<file path="src/rtl/dw_conv_sched.sv">
// Channel scheduler for the 3x3 line buffer: replays one layer command once per channel,
// gating exactly H*W pixels into the buffer and counting OH*OW windows out of it.
module dw_conv_sched #(
  parameter int unsigned DATA_W = 8,
  parameter int unsigned DIM_W  = 8,
  parameter int unsigned CH_W   = 10
) (
  input  logic              clk,
  input  logic              rst,
  input  logic              cmd_valid,
  output logic              cmd_ready,
  input  logic [DIM_W-1:0]  cmd_img_h,
  input  logic [DIM_W-1:0]  cmd_img_w,
  input  logic [3:0]        cmd_stride,
  input  logic [CH_W-1:0]   cmd_channels,
  input  logic              px_valid,
  output logic              px_ready,
  input  logic [DATA_W-1:0] px_data,
  output logic              lb_start,
  output logic [DIM_W-1:0]  lb_cfg_img_h,
  output logic [DIM_W-1:0]  lb_cfg_img_w,
  output logic [3:0]        lb_cfg_stride,
  output logic              lb_in_valid,
  input  logic              lb_in_ready,
  output logic [DATA_W-1:0] lb_in_data,
  input  logic              lb_out_valid,
  output logic              lb_out_ready,
  output logic              win_valid,
  input  logic              win_ready,
  output logic [CH_W-1:0]   ch_idx,
  output logic              busy,
  output logic              done,
  output logic              err
);

  localparam int unsigned CntW = 2 * DIM_W;

  typedef enum logic [2:0] {StIdle, StStart, StStream, StDrain, StDone} state_e;

  state_e state_q, state_d;

  logic [DIM_W-1:0] img_h_q, img_w_q;
  logic [3:0]       stride_q;
  logic [CH_W-1:0]  chans_q, ch_idx_q, ch_idx_d;
  logic [CntW-1:0]  pix_total_q, win_total_q;
  logic [CntW-1:0]  pix_cnt_q, pix_cnt_d, win_cnt_q, win_cnt_d;
  logic             err_q, err_d;

  logic             cmd_fire, cmd_illegal, gate_open, counting;
  logic             px_fire, win_fire, pix_last, plane_done, last_ch;
  logic [DIM_W:0]   oh_c, ow_c;
  logic [CntW-1:0]  pix_total_c, win_total_c;

  // Output dims via shifts: stride is restricted to 1 or 2.
  always_comb begin
    cmd_illegal = (cmd_img_h == '0) || (cmd_img_w == '0) || (cmd_channels == '0) ||
                  !((cmd_stride == 4'd1) || (cmd_stride == 4'd2));
    oh_c = (cmd_stride == 4'd2) ? (({1'b0, cmd_img_h} + (DIM_W + 1)'(1)) >> 1)
                                : {1'b0, cmd_img_h};
    ow_c = (cmd_stride == 4'd2) ? (({1'b0, cmd_img_w} + (DIM_W + 1)'(1)) >> 1)
                                : {1'b0, cmd_img_w};
    pix_total_c = CntW'(cmd_img_h) * CntW'(cmd_img_w);
    win_total_c = CntW'(oh_c) * CntW'(ow_c);
  end

  // FSM outputs; reset forces everything idle in the cycle it is sampled.
  always_comb begin
    cmd_ready = 1'b0;
    lb_start  = 1'b0;
    busy      = 1'b0;
    done      = 1'b0;
    gate_open = 1'b0;
    if (!rst) begin
      unique case (state_q)
        StIdle:   cmd_ready = 1'b1;
        StStart:  begin lb_start = 1'b1; busy = 1'b1; end
        StStream: begin busy = 1'b1; gate_open = 1'b1; end
        StDrain:  busy = 1'b1;
        StDone:   begin busy = 1'b1; done = 1'b1; end
        default:  ;
      endcase
    end
  end

  always_comb begin
    px_ready     = gate_open & lb_in_ready;
    lb_in_valid  = gate_open & px_valid;
    lb_in_data   = px_data;
    win_valid    = lb_out_valid;
    lb_out_ready = win_ready;
    px_fire      = px_valid & px_ready;
    win_fire     = lb_out_valid & win_ready;
    counting     = (state_q == StStream) || (state_q == StDrain);
    cmd_fire     = cmd_ready & cmd_valid;
  end

  always_comb begin
    pix_cnt_d = pix_cnt_q;
    win_cnt_d = win_cnt_q;
    if (state_q == StStart) begin
      pix_cnt_d = '0;
      win_cnt_d = '0;
    end else begin
      if (px_fire)              pix_cnt_d = pix_cnt_q + CntW'(1);
      if (counting && win_fire) win_cnt_d = win_cnt_q + CntW'(1);
    end
    pix_last   = px_fire && (pix_cnt_d == pix_total_q);
    plane_done = (state_q == StDrain) && (win_cnt_d >= win_total_q);
    last_ch    = (ch_idx_q == chans_q - CH_W'(1));
    // Windows outside a channel pass through uncounted but are flagged.
    err_d      = (cmd_fire & cmd_illegal) | (win_fire & ~counting);
    ch_idx_d   = ch_idx_q;
    if (cmd_fire)                    ch_idx_d = '0;
    else if (plane_done && !last_ch) ch_idx_d = ch_idx_q + CH_W'(1);
  end

  always_comb begin
    state_d = state_q;
    unique case (state_q)
      StIdle:   if (cmd_valid && !cmd_illegal) state_d = StStart;
      StStart:  state_d = StStream;
      StStream: if (pix_last) state_d = StDrain;
      StDrain:  if (plane_done) state_d = last_ch ? StDone : StStart;
      StDone:   state_d = StIdle;
      default:  state_d = StIdle;
    endcase
  end

  always_ff @(posedge clk) begin
    if (rst) state_q <= StIdle;
    else     state_q <= state_d;
  end

  always_ff @(posedge clk) begin
    if (rst) begin
      img_h_q     <= '0;
      img_w_q     <= '0;
      stride_q    <= '0;
      chans_q     <= '0;
      pix_total_q <= '0;
      win_total_q <= '0;
      ch_idx_q    <= '0;
      pix_cnt_q   <= '0;
      win_cnt_q   <= '0;
      err_q       <= 1'b0;
    end else begin
      if (cmd_fire) begin
        img_h_q     <= cmd_img_h;
        img_w_q     <= cmd_img_w;
        stride_q    <= cmd_stride;
        chans_q     <= cmd_channels;
        pix_total_q <= pix_total_c;
        win_total_q <= win_total_c;
      end
      ch_idx_q  <= ch_idx_d;
      pix_cnt_q <= pix_cnt_d;
      win_cnt_q <= win_cnt_d;
      err_q     <= err_d;
    end
  end

  assign lb_cfg_img_h  = img_h_q;
  assign lb_cfg_img_w  = img_w_q;
  assign lb_cfg_stride = stride_q;
  assign ch_idx        = ch_idx_q;
  assign err           = err_q;

endmodule

</file>
<file path="config.mk">
export PLATFORM = sky130hd
export DESIGN_NAME = dw_conv_sched
export DESIGN_NICKNAME = d
export VERILOG_FILES = /design/src/rtl/dw_conv_sched.sv
export SDC_FILE = /design/constraint.sdc
export NUM_CORES = 1
export LEC_CHECK = 0
export BUFFER_PORTS_ARGS = -buffer_cell sky130_fd_sc_hd__buf_2
export CAP_MARGIN = 20
export CORE_MARGIN = 1.5
export CORE_UTILIZATION = 60
export DETAILED_ROUTE_END_ITERATION = 8
export GPL_TIMING_DRIVEN = 0
export PLACE_DENSITY_LB_ADDON = 0.1
export SYNTH_ARGS = -nofsm -noshare
export SYNTH_HDL_FRONTEND = slang
export SYNTH_SLANG_ARGS = --single-unit
export TNS_END_PERCENT = 1
</file>
<file path="constraint.sdc">
create_clock -name clk -period 9.4 [get_ports clk]
set_input_delay 1.88 -clock clk [delete_from_list [all_inputs] [get_ports clk]]
set_output_delay 1.88 -clock clk [all_outputs]
set_load 0.05 [all_outputs]
</file>
======== Yosys cells after proc, flatten, opt, wreduce, memory -nomap -nowiden ========
Cells that the tools add are included.
storage, ports and cells
  flip-flop bits (word level) ............. 108
  latch bits .............................. 0
  RAM bits ................................ 0
  ROM bits ................................ 0
  input bits .............................. 45
  output and inout bits ................... 47
  logic and storage cells ................. 81
  memories ................................ 0
operators by class
  $add $sub $neg .......................... 6
  $mul .................................... 2
  div/mod/pow operators ................... 0
  $lt $le $gt $ge ......................... 1
  eq/ne operators ......................... 11
  shift operators ......................... 0
  muxes and demuxes ....................... 21
  bitwise operators ....................... 9
  reductions and logical operators ........ 20
operator list
  cell                                                 count
  2-to-1 mux 16 bit                                    4
  adder 16 x 1 -> 16 bit, second input constant        2
  multiplier 8 x 8 -> 16 bit                           2
  adder 8 x 1 -> 9 bit, second input constant          2
  equality test 16 bit                                 1
  >= comparator 16 bit                                 1
  logical NOT 8 bit                                    2
  2-to-1 mux 8 bit                                     2
  2-to-1 mux 3 bit                                     4
  case mux 3 bit (4 select lines)                      1
  adder 10 x 1 -> 10 bit, second input constant        1
  equality test 10 bit                                 1
  logical NOT 10 bit                                   1
  2-to-1 mux 1 bit                                     10
  subtractor 10 x 1 -> 10 bit, second input constant   1
  AND 1 bit                                            7
  equality test 3 x 2 -> 1 bit, second input constant  2
  != test 2 bit, second input constant                 3
  logical AND 1 bit                                    5
  logical OR 1 bit                                     5
  equality test 4 x 1 -> 1 bit, second input constant  1
  equality test 4 x 2 -> 1 bit, second input constant  1
  OR reduction 4 bit                                   1
  equality test 3 x 1 -> 1 bit, second input constant  1
  7 further kinds                                      9

======== Longest topological paths before layout ========
  word-level depth ........................ 11
  gate-level depth with buffers ........... 23
  gate-level depth less buffers ........... 22

======== Least setup slack after synthesis ========
Ideal clock, no wire load.
  path kind ............................... input to register
  start point ............................. in cmd_stride[3]
  end point ............................... reg win_total_q[15]
  library setup time ...................... 0.131 ns
  arrival ................................. 6.792 ns
  required time ........................... 9.269 ns
  slack ................................... 2.477 ns
  cell stages on the path ................. 21
  path buffers ............................ 1
  cell sequence ........................... or4b_2 > clkbuf_1 > nand2_1 > o21ai_0 > a31oi_1 > nor2_1 > fa_1 > fa_1 > inv_1 > fa_1 > fa_1 > inv_1 > ha_1 > o21ai_0 > a21boi_0 > o21ai_0 > a21oi_1 > a41oi_1 > a21oi_1 > xnor2_1 > o22ai_1
between the ends
  word-level cells in the longest chain between the ends .. 3
  elaborated cells between the ends (all ways) .. 4
  classes of those cells .................. mul (1); eq/ne (1); mux (2)
ends and longest elaborated chain
  item                                        line    text
  from (decl)                                 14      input logic [3:0] cmd_stride,
  equality test 4 x 2 -> 1 bit (*)            58, 60
  2-to-1 mux 8 bit, on equally long branches  58, 60
  multiplier 8 x 8 -> 16 bit (*)              63      win_total_c = CntW'(oh_c) * CntW'(ow_c);
  to (signal assigned)                        153     win_total_q <= win_total_c;
  to (decl)                                   45      logic [CntW-1:0] pix_total_q, win_total_q;
Mark *: on every way between the ends. The rest lies on a longest branch, timed or not.
A chain may end at the register's enable or synchronous reset.

======== Final worst setup path ========
Same ends and word-level chain as after synthesis.

==> impl_metrics.toml <==
[clock_network]
clkTransAtPathRegs_ps = 70
cts_buffer_depth = 2
insertion_delay_ps = 360
numCtsBuffers = 9
cts_resized = 0
ctsHoldBuffers = 0
postCtsSetupBuffers = 0
cts.sinks = 108
cts_tree = "done"
root_buffer = "clkbuf_16"
htreeDepth = 3

[setup_path]
critPathMaxStageDelay_ps = 780
critPathLaunchType = "primary input"
crit_start = "cmd_stride[3]"
crit_type = "primary input to flip-flop"
cp_slowest_cell = "nor4b_1"
cp.required_ps = 9610
crit_chain = "buf_2 -> nor4b_1 -> clkbuf_1 -> o21ai_0 -> a21oi_1 -> or2_2 -> fa_1 -> fa_1 -> inv_1 -> fa_1 -> inv_1 -> fa_1 -> inv_1 -> ha_1 -> a21boi_0 -> o21ai_0 -> a21oi_1 -> a41oi_1 -> a21oi_1 -> xnor2_1 -> o22ai_1"
critPathArrivalTime_ps = 8100
endpoint_kind = "flip-flop"
crit-reg2reg-launch = "state_q[1]"
worst-path-max-fanout = 10
crit_path_frequent_cell = "fa_1"

[logic_synthesis]
synth_fa_ha_area_share_pct = 26.4
synth_mux_area_share_pct = 0.500
synth_top_family_by_area = "adder cells"
yosys.area_share.xor_xnor_pct = 6.65
yosysSeqAreaShare_pct = 21.6
async_flop_share_pct = 0
syn-mean-instance-area_um2 = 8.01
synth_compound_area_share_pct = 10.9
yosys_warnings = 0
synthCells = 1249
synthSimpleGateAreaFrac_pct = 25.9
synth_edf_count = 0
ys.flop_type = "dfxtp_1"
synth_area_um2 = 10000
synth.distinct_cells = 58
yosys_register_bits = 108
synth_nets = 1462

[routing]
drc = 0
drt_iter0_markers = 473
ant_nets = 0
first_pass_iters = 5
vias = 8734
routedWlPerCell_um = 15.8
vias_per_cell = 5.57
routed_wl_mm = 24.8

[layout]
final_common_cell = "nand2_1"
area_growth_syn_to_layout_pct = 10.1
mostFrequentLayoutCells = "146 x nand2_1, 136 x nor2_1, 135 x inv_1"
nNetsFinal = 1556
final_area_um2 = 11000
utilization_pct = 66.9
n_antenna_cell = 0
post_layout_nonfiller_instances = 1568
drive_gt1_share_pct = 10.2

[power_and_ir_drop]
vdd_drop_max_mv = 0.0838
power_density_nw_per_um2 = 182
leakagePower_nw = 5.14

[floorplan]
start_util_pct = 60.8
die-width_um = 132
die_height_um = 132
die_area_um2 = 17500
core_region_area_um2 = 16500
ios = 92
rows = 47

[timing]
hold_violations = 0
setup_violations = 0
max_clock_freq_mhz = 127
relSlewSlack_pct = 33.1
finClkSkew_ps = 9.32
worstMarginPinSlew_ps = 990
min_period_over_period_pct = 83.9
fin_crit_ps = 7890
drv_slew = 0
worst_slack_ps = 1510
rsz0062_at_grt = "false"
tns_ps = 0

[run]
cap_violations = 0

[status]
status = "finished, final reports clean"

[global_routing]
grt_pass1_wl_mm = 40.8
antenna_found_initial = 0
grt_usage_pct = 28.8
grt_max_degree = 18
grt_overflow = 0
grt_pass1_vias = 8243

[place]
portBuffers = 83
hpwl_mm = 19.8
post-place-ws_ps = 1120
dpl_cell_area_um2 = 10700
dp_cells = 1552
globalplace.congestion = 0.944

[hold_path]
hold_path.class = "flip-flop to flip-flop"
hold_start = "lb_cfg_stride[0]"
worst paths after layout:
path              depth (start not counted)          endpoint  slack [ps]
hold / removal                            2  lb_cfg_stride[0]         470
setup / recovery                         21   win_total_q[15]        1510
setup reg to reg                         19         ch_idx[5]        4870
hold reg to reg                           2  lb_cfg_stride[0]         470
critical path, delay by kind of cell:
kind | cells | cell delay, ps
AOI/OAI and AO/OA | 8 | 1750
xor gates and xnor gates | 1 | 370
adders and majority gates | 5 | 2380
buffers and inverters | 5 | 730
and+or+nand+nor | 2 | 1020
metrics by stage:
stage               power [mW]  hold WS [ps]
finish                    2.00           471
global route              2.15           492
CTS                       2.00           471
detailed placement        1.59           457
global placement          1.57           461
floorplan                 1.30           450
cell usage after synthesis (4+ instances only):
cell      count  area [um^2]
inv_1       135          507
nor4_1       16          100
or3_1        21          131
o22ai_1       6         37.5
clkbuf_1     51          191
ha_1         96         1200
and2_1       31          194
nand4_1      16          100
a21o_1       13         97.6
nor3_1       24          120
or2_2        14         87.6
nand2_1     146          548
dfxtp_1     108         2160
nand3b_1     45          338
nor2b_1       7         43.8
mux2i_1       5         50.1
buf_4        11         82.6
o31ai_1      14          105
a21oi_1      48          240
nand3_1      22          110
fa_1         72         1440
xnor2_1      40          350
a31oi_1       7         43.8
o41ai_1       4         35.0
xor2_1       36          315
nor2_1      136          510
and3_1        5         31.3
nand2b_1      7         43.8
o21ai_0      56          280
a211oi_1      5         37.5
registers in the layout (all words and copies together) (netlist names):
signal and flops:
pix_cnt_q 16, pix_total_q 16, win_cnt_q 16, win_total_q 16, ch_idx 10, chans_q 10, lb_cfg_img_h 8, lb_cfg_img_w 8
lb_cfg_stride 4, state_q 3, err 1
power breakdown:
group          switching, mW  leakage [nW]  internal [mW]  total (mW)
combinational          0.645          4.11          0.402        1.05
sequential            0.0361         0.882          0.512       0.548
clock                  0.174         0.153          0.234       0.407
cell families (layout without fill, tap and decap cells):
family	Yosys count	after routing
AOI/OAI and AO/OA	177	177
xor gates and xnor gates	76	76
adders and majority gates	168	168
buffers and inverters	203	302
DFF	108	108
muxes	5	5
and+or+nand+nor	512	512
final cells by class:
type / count / area (um^2)
inverter: 135 / 507
multi-input combinational: 938 / 7040
timing repair buffer: 83 / 415
buffer: 68 / 300
tap: 220 / 275
clock buffer: 10 / 229
sequential: 108 / 2160
fill: 1490 / 5450
clock inverter: 6 / 86.3
layer usage:
layer / track usage (%) / part of all wire [%] / vias to the layer above
met5: 0 / 0 / -
li1: - / - / 4335
met1: 38.9 / 46 / 4148
met3: 4.23 / 4.1 / 46
met2: 47.2 / 46 / 205
met4: 10.4 / 3.3 / 0
Power figures use the tool's default switching activity.
